[src/rtl/axis_bram_writer_if.sv]
// axis_bram_writer_if: AXI-Stream beat bundle (tdata/tvalid/tready/tlast)
// Ports: master drives tdata/tvalid/tlast and samples tready; slave is the mirror.
interface axis_bram_writer_if #(parameter int DATA_W = 32);
  logic [DATA_W-1:0] tdata;
  logic              tvalid;
  logic              tready;
  logic              tlast;
  modport master (output tdata, tvalid, tlast, input tready);
  modport slave (input tdata, tvalid, tlast, output tready);
endinterface

[src/rtl/axis_bram_writer.sv]
// axis_bram_writer: writes AXI-Stream frames into a BRAM port, one word per beat
// Ports: clk/rst (async, active-low); en arms a frame from IDLE; s_axis stream slave;
//   clka/rsta/ena/wea/addra/dina/douta BRAM port A (douta ignored);
//   frame_done pulse, frame_words/frame_ovf status of the last frame, bank in use.
// Macro AXIS_BRAM_PINGPONG_EN: alternate frames between two DEPTH-word banks;
//   without it every frame starts at byte address 0.
module axis_bram_writer #(
  parameter int DATA_W = 32,
  parameter int DEPTH  = 512,
  parameter int ADDR_W = 32
) (
  input  logic                     clk,
  input  logic                     rst,
  input  logic                     en,
  axis_bram_writer_if.slave        s_axis,
  output logic                     clka,
  output logic                     rsta,
  output logic                     ena,
  output logic [DATA_W/8-1:0]      wea,
  output logic [ADDR_W-1:0]        addra,
  output logic [DATA_W-1:0]        dina,
  input  logic [DATA_W-1:0]        douta,
  output logic                     frame_done,
  output logic [$clog2(DEPTH):0]   frame_words,
  output logic                     frame_ovf,
  output logic                     bank
);
  localparam int WC_W = $clog2(DEPTH) + 1;
  localparam int BPW  = DATA_W / 8;
  typedef enum logic [1:0] {IDLE, WRITE, DRAIN} state_t;
  state_t            state;
  logic [WC_W-1:0]   wcount;
  logic              full;
  logic              xfer;
  logic              wr;
  logic [ADDR_W-1:0] bank_base;
  logic              unused_douta;
  assign unused_douta = ^douta;
  assign clka = clk;
  assign rsta = 1'b0;
  assign full = wcount == WC_W'(DEPTH);
  // tready is gated by rst so nothing is accepted while reset is held
  assign s_axis.tready = rst && (state != IDLE || en);
  assign xfer = s_axis.tvalid && s_axis.tready;
  assign wr = xfer && state != DRAIN && !full;
  assign ena = wr;
  assign wea = {BPW{wr}};
  assign dina = s_axis.tdata;
  assign bank_base = bank ? ADDR_W'(DEPTH * BPW) : '0;
  assign addra = bank_base + ADDR_W'(wcount) * ADDR_W'(BPW);
`ifndef AXIS_BRAM_PINGPONG_EN
  assign bank = 1'b0;
`endif
  always_ff @(posedge clk or negedge rst) begin
    if (!rst) begin
      state       <= IDLE;
      wcount      <= '0;
      frame_done  <= 1'b0;
      frame_words <= '0;
      frame_ovf   <= 1'b0;
`ifdef AXIS_BRAM_PINGPONG_EN
      bank        <= 1'b0;
`endif
    end else begin
      frame_done <= 1'b0;
      if (xfer) begin
        if (s_axis.tlast) begin
          // a tlast beat that could not be written marks the frame truncated
          state       <= IDLE;
          frame_done  <= 1'b1;
          frame_words <= wcount + WC_W'(wr);
          frame_ovf   <= !wr;
          wcount      <= '0;
`ifdef AXIS_BRAM_PINGPONG_EN
          bank        <= ~bank;
`endif
        end else if (wr) begin
          state  <= WRITE;
          wcount <= wcount + 1'b1;
        end else begin
          state <= DRAIN;
        end
      end
    end
  end
endmodule
[src/flat_wrapper.sv]
// flat-port wrapper written by rule: the top's interface ports become plain ports
module axis_bram_writer_flat 
#(
  parameter int DATA_W = 32,
  parameter int DEPTH  = 512,
  parameter int ADDR_W = 32
)
  (clk, rst, en, clka, rsta, ena, wea, addra, dina, douta, frame_done, frame_words, frame_ovf, bank, s_axis_tdata, s_axis_tvalid, s_axis_tlast, s_axis_tready);
  axis_bram_writer_if #(.DATA_W(DATA_W)) s_axis_i ();
  input  logic clk;
  input  logic rst;
  input  logic en;
  output logic clka;
  output logic rsta;
  output logic ena;
  output logic [DATA_W/8-1:0] wea;
  output logic [ADDR_W-1:0] addra;
  output logic [DATA_W-1:0] dina;
  input  logic [DATA_W-1:0] douta;
  output logic frame_done;
  output logic [$clog2(DEPTH):0] frame_words;
  output logic frame_ovf;
  output logic bank;
  input wire logic [$bits(s_axis_i.tdata)-1:0] s_axis_tdata;
  input wire logic [$bits(s_axis_i.tvalid)-1:0] s_axis_tvalid;
  input wire logic [$bits(s_axis_i.tlast)-1:0] s_axis_tlast;
  output wire logic [$bits(s_axis_i.tready)-1:0] s_axis_tready;
  assign s_axis_i.tdata = s_axis_tdata;
  assign s_axis_i.tvalid = s_axis_tvalid;
  assign s_axis_i.tlast = s_axis_tlast;
  assign s_axis_tready = s_axis_i.tready;
  axis_bram_writer #(.DATA_W(DATA_W), .DEPTH(DEPTH), .ADDR_W(ADDR_W)) u_core (.clk(clk), .rst(rst), .en(en), .s_axis(s_axis_i), .clka(clka), .rsta(rsta), .ena(ena), .wea(wea), .addra(addra), .dina(dina), .douta(douta), .frame_done(frame_done), .frame_words(frame_words), .frame_ovf(frame_ovf), .bank(bank));
endmodule
[config.mk]
export PLATFORM = sky130hd
export DESIGN_NAME = axis_bram_writer_flat
export DESIGN_NICKNAME = d
export VERILOG_FILES = /design/src/rtl/axis_bram_writer_if.sv /design/src/rtl/axis_bram_writer.sv /design/src/flat_wrapper.sv
export SDC_FILE = /design/constraint.sdc
export NUM_CORES = 1
export LEC_CHECK = 0
export CAP_MARGIN = 0
export CORE_MARGIN = 4
export CORE_UTILIZATION = 35
export CTS_CLUSTER_SIZE = 8
export DETAILED_ROUTE_END_ITERATION = 8
export PLACE_DENSITY = 0.95
export SETUP_SLACK_MARGIN = 0.1
export SYNTH_ARGS = -nofsm -noshare
export SYNTH_HDL_FRONTEND = slang
export SYNTH_SLANG_ARGS = --single-unit
[constraint.sdc]
create_clock -name clk -period 3 [get_ports clk]
set_input_delay 0.6 -clock clk [delete_from_list [all_inputs] [get_ports clk]]
set_output_delay 0.6 -clock clk [all_outputs]
set_load 0.005 [all_outputs]
==> results by group, run 1 <==
Synth
  • Yosys cell types: 36
  • Gate count after technology mapping: around 200
  • Mean Syn Cell Area: between 8 and 9 µm²
  • Syn. warnings: 0
  • Sequential area share after synthesis: 0.331
  • FF+latch count, synth: 24
  • Mapped Area: around 1800 µm²

STA
  • Tmin final: between 2 and 3 ns
  • Final TNS setup: 0 ns
  • Setup violators final: 0
  • Unrepaired setup endpoints after global routing: false
  • Hold Fails Final Rpt: 0
  • Fin Clk Skew: between 0.001 and 0.0015 ns
  • Max-slew violations: 0
  • Tcrit/Tclk final: 0.933
  • Worst setup margin: around 0.2 ns
  • Max Freq: between 0.3 and 0.4 GHz

Floorplanning
  • Core area: slightly below 5000 µm²
  • Die H: between 80 and 90 µm
  • Total die area: ~6400 µm²
  • Initial Util: 0.372
  • Standard-cell rows: 25
  • Die span in x: about 80 µm
  • Io pins: around 150

Critical path
  • Worst Path Required: 2.40 ns
  • WP depth: 5
  • Crit path max fanout: 8
  • Crit path largest cell delay: around 0.5 ns
  • Beginning of the worst register-to-register path: u_core.wcount[0]
  • Most numerous cell on the critical path: clkdlybuf4s50_1
  • Reg2Reg Setup Slack: 0.70 ns
  • Setup Crit Path Kind: input port to output port
  • CP top delay family: buffers and inverters
  • CP endpoint: wea[1]
  • Critical-path top delay cell: clkdlybuf4s50_1
  • Worst Reg-to-Reg Cells: 11
  • Cell Chain, Critical Path: clkdlybuf4s50_1 -> nand2b_1 -> a21oi_1 -> and2_4 -> clkdlybuf4s50_1
  • CP startpoint: en
  • CP bufs+invs: 2
  • Startpoint types: input port
  • CP endpoint kind: output port
  • RR Endpoint: u_core.frame_words[8]
  • Arrival time at the worst endpoint: 2.20 ns

Min path
  • HP Class: flop to flop

Global routing
  • Largest net degree at the start of global routing: 25
  • Overall Global Routing Usage: 0.115
  • Initial antenna violation count: 0
  • GRT overflow: 0
  • First-pass GRT wire length: around 5600 µm
  • Number of global-route vias before repair: roughly 1200

Place
  • RePlAce Congestion: between 0.8 and 0.9
  • Pre-CTS setup slack: between 0.04 and 0.05 ns
  • Post-detail-place hpwl: 2630 µm
  • # port buffers: 33

Cells and area
  • Layout area overhead: 6.82%
  • # nets final: 276
  • Ant. Diodes: 0
  • Layout cells sized above 1: 0.129

Detailed routing
  • Initial DRC Count: roughly 150
  • Drt via density: 4.72
  • DRT Pass-1 Iters: 4
  • Drt wl/cell: roughly 13 µm
  • DRC: 0
  • Final ANT Viol Nets: 0
  • Via count: about 1300
  • Routed wire length: 3520 µm

Clocking
  • Post-CTS setup buffers: 0
  • Clk_lat worst skew: 0.37 ns
  • CTS tree: done
  • Clock-pin slew on the worst setup and hold paths: roughly 0.080 ns
  • Hold-fix buffers, CTS: 0

Power
  • PwrDens: 577 nW/µm²
  • Max VDD drop: 0.371 mV
  • Static Leak: between 0.0007 and 0.0008 µW

Status
  • Status: finished, final reports clean

Job
  • Max cap viols: 0
## what timing repair did
item                       CTS  global route
pin swaps                    0             0
gates resized for setup      1             1
setup endpoints to repair    5             5
## through the flow
step / instances / cell area [µm²] / power, µW / hold WS (ns) / utilization
finish: 269 / 1940 / 1120 / 0.514 / 0.398
CTS: 269 / 1940 / 1130 / 0.518 / 0.397
floorplan: 227 / 1900 / 671 / 0.304 / -
global route: 269 / 1940 / 1200 / 0.546 / 0.398
global placement: 262 / 1840 / 793 / 0.495 / 0.377
detailed placement: 262 / 1840 / 806 / 0.498 / 0.377
## state kept, by name, indices dropped and copies added (netlist names)
register	cells
u_core.wcount	10
u_core.frame_ovf	1
u_core.frame_words	10
u_core.state	2
u_core.frame_done	1
## layout make-up
type                       instances  area [µm²]
timing repair buffer              38         365
tap                               67        83.8
multi-input combinational        124         754
clock buffer                       8         106
sequential                        24         601
inverter                           8        30.0
fill                             496        2940
## worst min path at each step
stage	start	end	slack (ns)	cells past startpoint
2_1_floorplan	rst	u_core.frame_done	0.30	0
3_3_place_gp	u_core.frame_words[0]	u_core.frame_words[0]	0.49	1
3_5_place_dp	u_core.frame_words[1]	u_core.frame_words[1]	0.50	1
4_1_cts	u_core.frame_words[1]	u_core.frame_words[1]	0.52	1
5_1_grt	u_core.frame_words[0]	u_core.frame_words[0]	0.55	1
6_report	u_core.frame_words[1]	u_core.frame_words[1]	0.51	1
## metal layers
metal  vias up  share of wire  track usage
met5         -              0            0
met2        65           0.47        0.178
li1        601              -            -
met3        10          0.085       0.0372
met4         0          0.022       0.0726
met1       595           0.42        0.136
## Yosys cell counts
cell,n,share of area
o211ai_1,1,0.0041
nor3b_1,1,0.0041
buf_2,6,0.017
nor3b_2,1,0.0069
xor2_1,1,0.0048
conb_1,1,0.0021
nand4_1,4,0.014
xnor2_1,7,0.034
mux2i_1,1,0.0055
nand2_2,1,0.0034
nor4_2,1,0.0069
nand3_1,12,0.033
and2_1,1,0.0034
mux2_2,3,0.019
nor2_1,20,0.041
a211oi_4,1,0.011
o221ai_2,4,0.033
dfrtp_1,24,0.33
a32o_1,1,0.0055
o31ai_1,1,0.0041
nor3_1,5,0.014
a21o_1,1,0.0041
inv_1,8,0.017
ha_1,4,0.028
buf_6,2,0.012
nand2b_1,1,0.0034
clkbuf_2,2,0.0055
o21ai_1,1,0.0028
nand2_1,6,0.012
nor2b_1,2,0.0069
a31oi_1,3,0.010
a21oi_1,10,0.028
o211ai_2,1,0.0069
o21ai_0,3,0.0083
nor4_1,2,0.0069
buf_4,61,0.25
## cell usage in the layout (no fill, tap or decap), drive strengths merged, types with 2 or more instances in the layout
master          n
a21oi          10
a31oi           3
buf             6
clkbuf          7
clkdlybuf4s50  33
conb           24
dfrtp          24
ha              4
inv             8
mux2            3
nand2           7
nand3          12
nand4           4
nor2           20
nor2b           2
nor3            5
nor3b           2
nor4            3
o211ai          2
o21ai           4
o221ai          4
xnor2           7
## where the power goes
part | internal, µW | switching (µW) | total, µW
logic | 192 | 128 | 320
clock network | 225 | 127 | 352
registers | 394 | 53.2 | 447
total | 811 | 308 | 1120
## cell families (layout without fill, tap and decap cells)
family / count (synthesis) / in the layout / share of synthesized area
and+or+nand+nor: 57 / 57 / 0.156
DFF: 24 / 24 / 0.331
buffers and inverters: 79 / 54 / 0.303
other: 1 / 24 / 0.00206
muxes: 4 / 4 / 0.0241
adders and majority gates: 4 / 4 / 0.0275
xor gates and xnor gates: 8 / 8 / 0.0386
AOI/OAI and AO/OA: 27 / 27 / 0.118
No activity file was read; power rests on OpenSTA's default activity.
==> run 2, diff against run 1 <==
--- a/config.mk
+++ b/config.mk
@@ -6,12 +6,14 @@
 export NUM_CORES = 1
 export LEC_CHECK = 0
 export CAP_MARGIN = 0
+export CORE_ASPECT_RATIO = 1.1
 export CORE_MARGIN = 4
 export CORE_UTILIZATION = 35
 export CTS_CLUSTER_SIZE = 8
 export DETAILED_ROUTE_END_ITERATION = 8
 export PLACE_DENSITY = 0.95
 export SETUP_SLACK_MARGIN = 0.1
+export SLEW_MARGIN = 20
 export SYNTH_ARGS = -nofsm -noshare
 export SYNTH_HDL_FRONTEND = slang
 export SYNTH_SLANG_ARGS = --single-unit
==> run 2 against run 1 <==
Final cell count fell by 2.6%; core utilization decreased by 1.1 points; combinational power increased by 2%; count of clock-buffer cells in the layout unchanged; critical path depth is the same; critical path type unchanged; critical endpoint is now wea[0]; largest cell class unchanged.
==> results by group, run 2 (synthesis results as in run 1) <==
Status
  • Status: finished, final reports clean

Global routing
  • Initial antenna violation count: 0 (unchanged)
  • Overall Global Routing Usage: 0.108 (-0.00642)
  • Busiest grt layer: met2
  • GRT overflow: 0 (unchanged)
  • Number of global-route vias before repair: 1180 (+0.085%)
  • Met2 Track Usage GR: 0.165 (-0.0132)
  • First-pass GRT wire length: 5650 µm (+0.25%)
  • M1 GR Usage: 0.130 (-0.00591)
  • Largest net degree at the start of global routing: 25 (unchanged)
  • Met3 global-route usage: 0.0572 (+0.0200)

Floorplanning
  • Io pins: 154 (unchanged)
  • Die H: 83.6 µm (+4.4%)
  • Die span in x: 76.7 µm (-4.2%)
  • Initial Util: 0.361 (-0.0114)
  • Total die area: 6410 µm² (about the same)
  • Standard-cell rows: 27 (+8.0%)
  • Core area: 5030 µm² (+3.2%)

Clocking
  • Clk_lat worst skew: 0.37 ns (about the same)
  • Hold-fix buffers, CTS: 0 (unchanged)
  • Post-CTS setup buffers: 0 (unchanged)
  • Clock-pin slew on the worst setup and hold paths: 0.08 ns (about the same)
  • CTS tree: done

Critical path
  • CP endpoint kind: output port
  • RR Endpoint: u_core.frame_words[8]
  • CP startpoint: en
  • Arrival time at the worst endpoint: 2.18 ns (-0.02 ns)
  • Worst Reg-to-Reg Cells: 11 (unchanged)
  • Crit path max fanout: 8 (unchanged)
  • Setup Crit Path Kind: input port to output port
  • Reg2Reg Setup Slack: 0.65 ns (-0.05 ns)
  • CP endpoint: wea[0]
  • Worst Path Required: 2.40 ns (about the same)
  • Startpoint types: input port
  • Beginning of the worst register-to-register path: u_core.wcount[0]

STA
  • Tmin final: 2.78 ns (-0.0179 ns)
  • Unrepaired setup endpoints after global routing: false
  • Setup violators final: 0 (unchanged)
  • Fin Clk Skew: 0.00188 ns (+0.000752 ns)
  • Hold Fails Final Rpt: 0 (unchanged)
  • Tcrit/Tclk final: 0.927 (-0.00598)
  • Pin slew with the least headroom to its limit: roughly 0.50 ns
  • Max-slew violations: 0 (unchanged)
  • Final TNS setup: 0 ns (unchanged)
  • Max Freq: 0.360 GHz (+0.64%)
  • Relative slew margins: 0.666

Place
  • Dpl cells: 255 (-2.7%)
  • # port buffers: 33 (unchanged)
  • Placed standard-cell area: 1850 µm² (+0.20%)
  • RePlAce Congestion: 0.894 (+2.0%)
  • Post-detail-place hpwl: 2640 µm (+0.49%)

Cells and area
  • Finished Layout Cells: 262 (-2.6%)
  • Ant. Diodes: 0 (unchanged)
  • Biggest regs: u_core.frame_words (10), u_core.wcount (10), u_core.state (2)
  • Final instance area: 1940 µm² (+0.19%)
  • Commonest non-fill, non-tap cell in the layout: clkdlybuf4s50_1
  • Layout cells sized above 1: 0.137 (+0.00854)
  • # nets final: 278 (+0.72%)
  • Layout area overhead: 7.02%
  • Most frequent cells in the layout: clkdlybuf4s50_1, conb_1, dfrtp_1

Detailed routing
  • Routed wire length: 3560 µm (+1.3%)
  • Initial DRC Count: 106 (-31%)
  • DRC: 0 (unchanged)
  • Drt via density: 4.87 (+3.2%)
  • Drt wl/cell: 13.6 µm (+4.0%)
  • DRT Pass-1 Iters: 4 (unchanged)
  • Via count: 1277 (+0.47%)
  • Final ANT Viol Nets: 0 (unchanged)

Power
  • Max VDD drop: 0.382 mV (+3.0%)
  • Total chip power: 1120 µW (+0.39%)
  • PwrDens: 578 nW/µm² (+0.20%)
  • Static Leak: 0.000802 µW (+1.4%)

Min path
  • HP Class: flop to flop

Job
  • Max cap viols: 0 (unchanged)
==> run 2: cell types whose count changed in the layout (fill, tap and decap cells not counted) <==
| cell | change |
|---|---|
| buf_4 | +2 |
==> run 2: area by class of cell <==
type                    count  area, µm²
multi-input cells         124        754
fillers                   499       3090
well taps                  58       72.6
clock buffers               8        106
inverters                   8       30.0
repair buffers             40        380
flip-flops and latches     24        601
==> run 2: layer usage <==
metal,up-vias,wire length (µm)
met5,-,0
met4,0,25
met3,6,420
met2,66,1680
met1,605,1430
li1,600,-
==> run 2: how the worst min path moves through the flow <==
stage / cells after the start / startpoint / to / slack [ns]
detailed placement: 1 / u_core.frame_words[0] / u_core.frame_words[0] / 0.51
global route: 1 / u_core.frame_words[0] / u_core.frame_words[0] / 0.56
finish: 1 / u_core.frame_words[0] / u_core.frame_words[0] / 0.52
floorplan: 0 / rst / u_core.frame_done / 0.30
CTS: 1 / u_core.frame_words[0] / u_core.frame_words[0] / 0.53
global placement: 1 / u_core.frame_words[1] / u_core.frame_words[1] / 0.50
==> run 2: per-stage QoR <==
| step | utilization | setup slack, ns | hold WS (ns) |
|---|---|---|---|
| 6_report | 0.386 | 0.219 | 0.520 |
| 5_1_grt | 0.386 | 0.119 | 0.556 |
| 4_1_cts | 0.386 | 0.177 | 0.530 |
| 3_5_place_dp | 0.367 | 0.0558 | 0.505 |
| 3_3_place_gp | 0.367 | 0.148 | 0.495 |
| 2_1_floorplan | - | 0.719 | 0.304 |
==> run 2: what timing repair did <==
action	4_1_cts	5_1_grt
gates resized for setup	1	1
endpoints found under the setup margin	1	5
cloned	0	0
==> run 2: power breakdown <==
group	internal, µW	total (µW)	switching [µW]
Combinational	193	326	133
Clock	225	353	129
Sequential	394	444	50.0
Total	811	1120	312
==> run 2: critical path, stage by stage <==
cell and delay [ns]:
clkdlybuf4s50_1 0.52, nand2b_1 0.12, a21oi_1 0.21, and2_4 0.21, clkdlybuf4s50_1 0.52
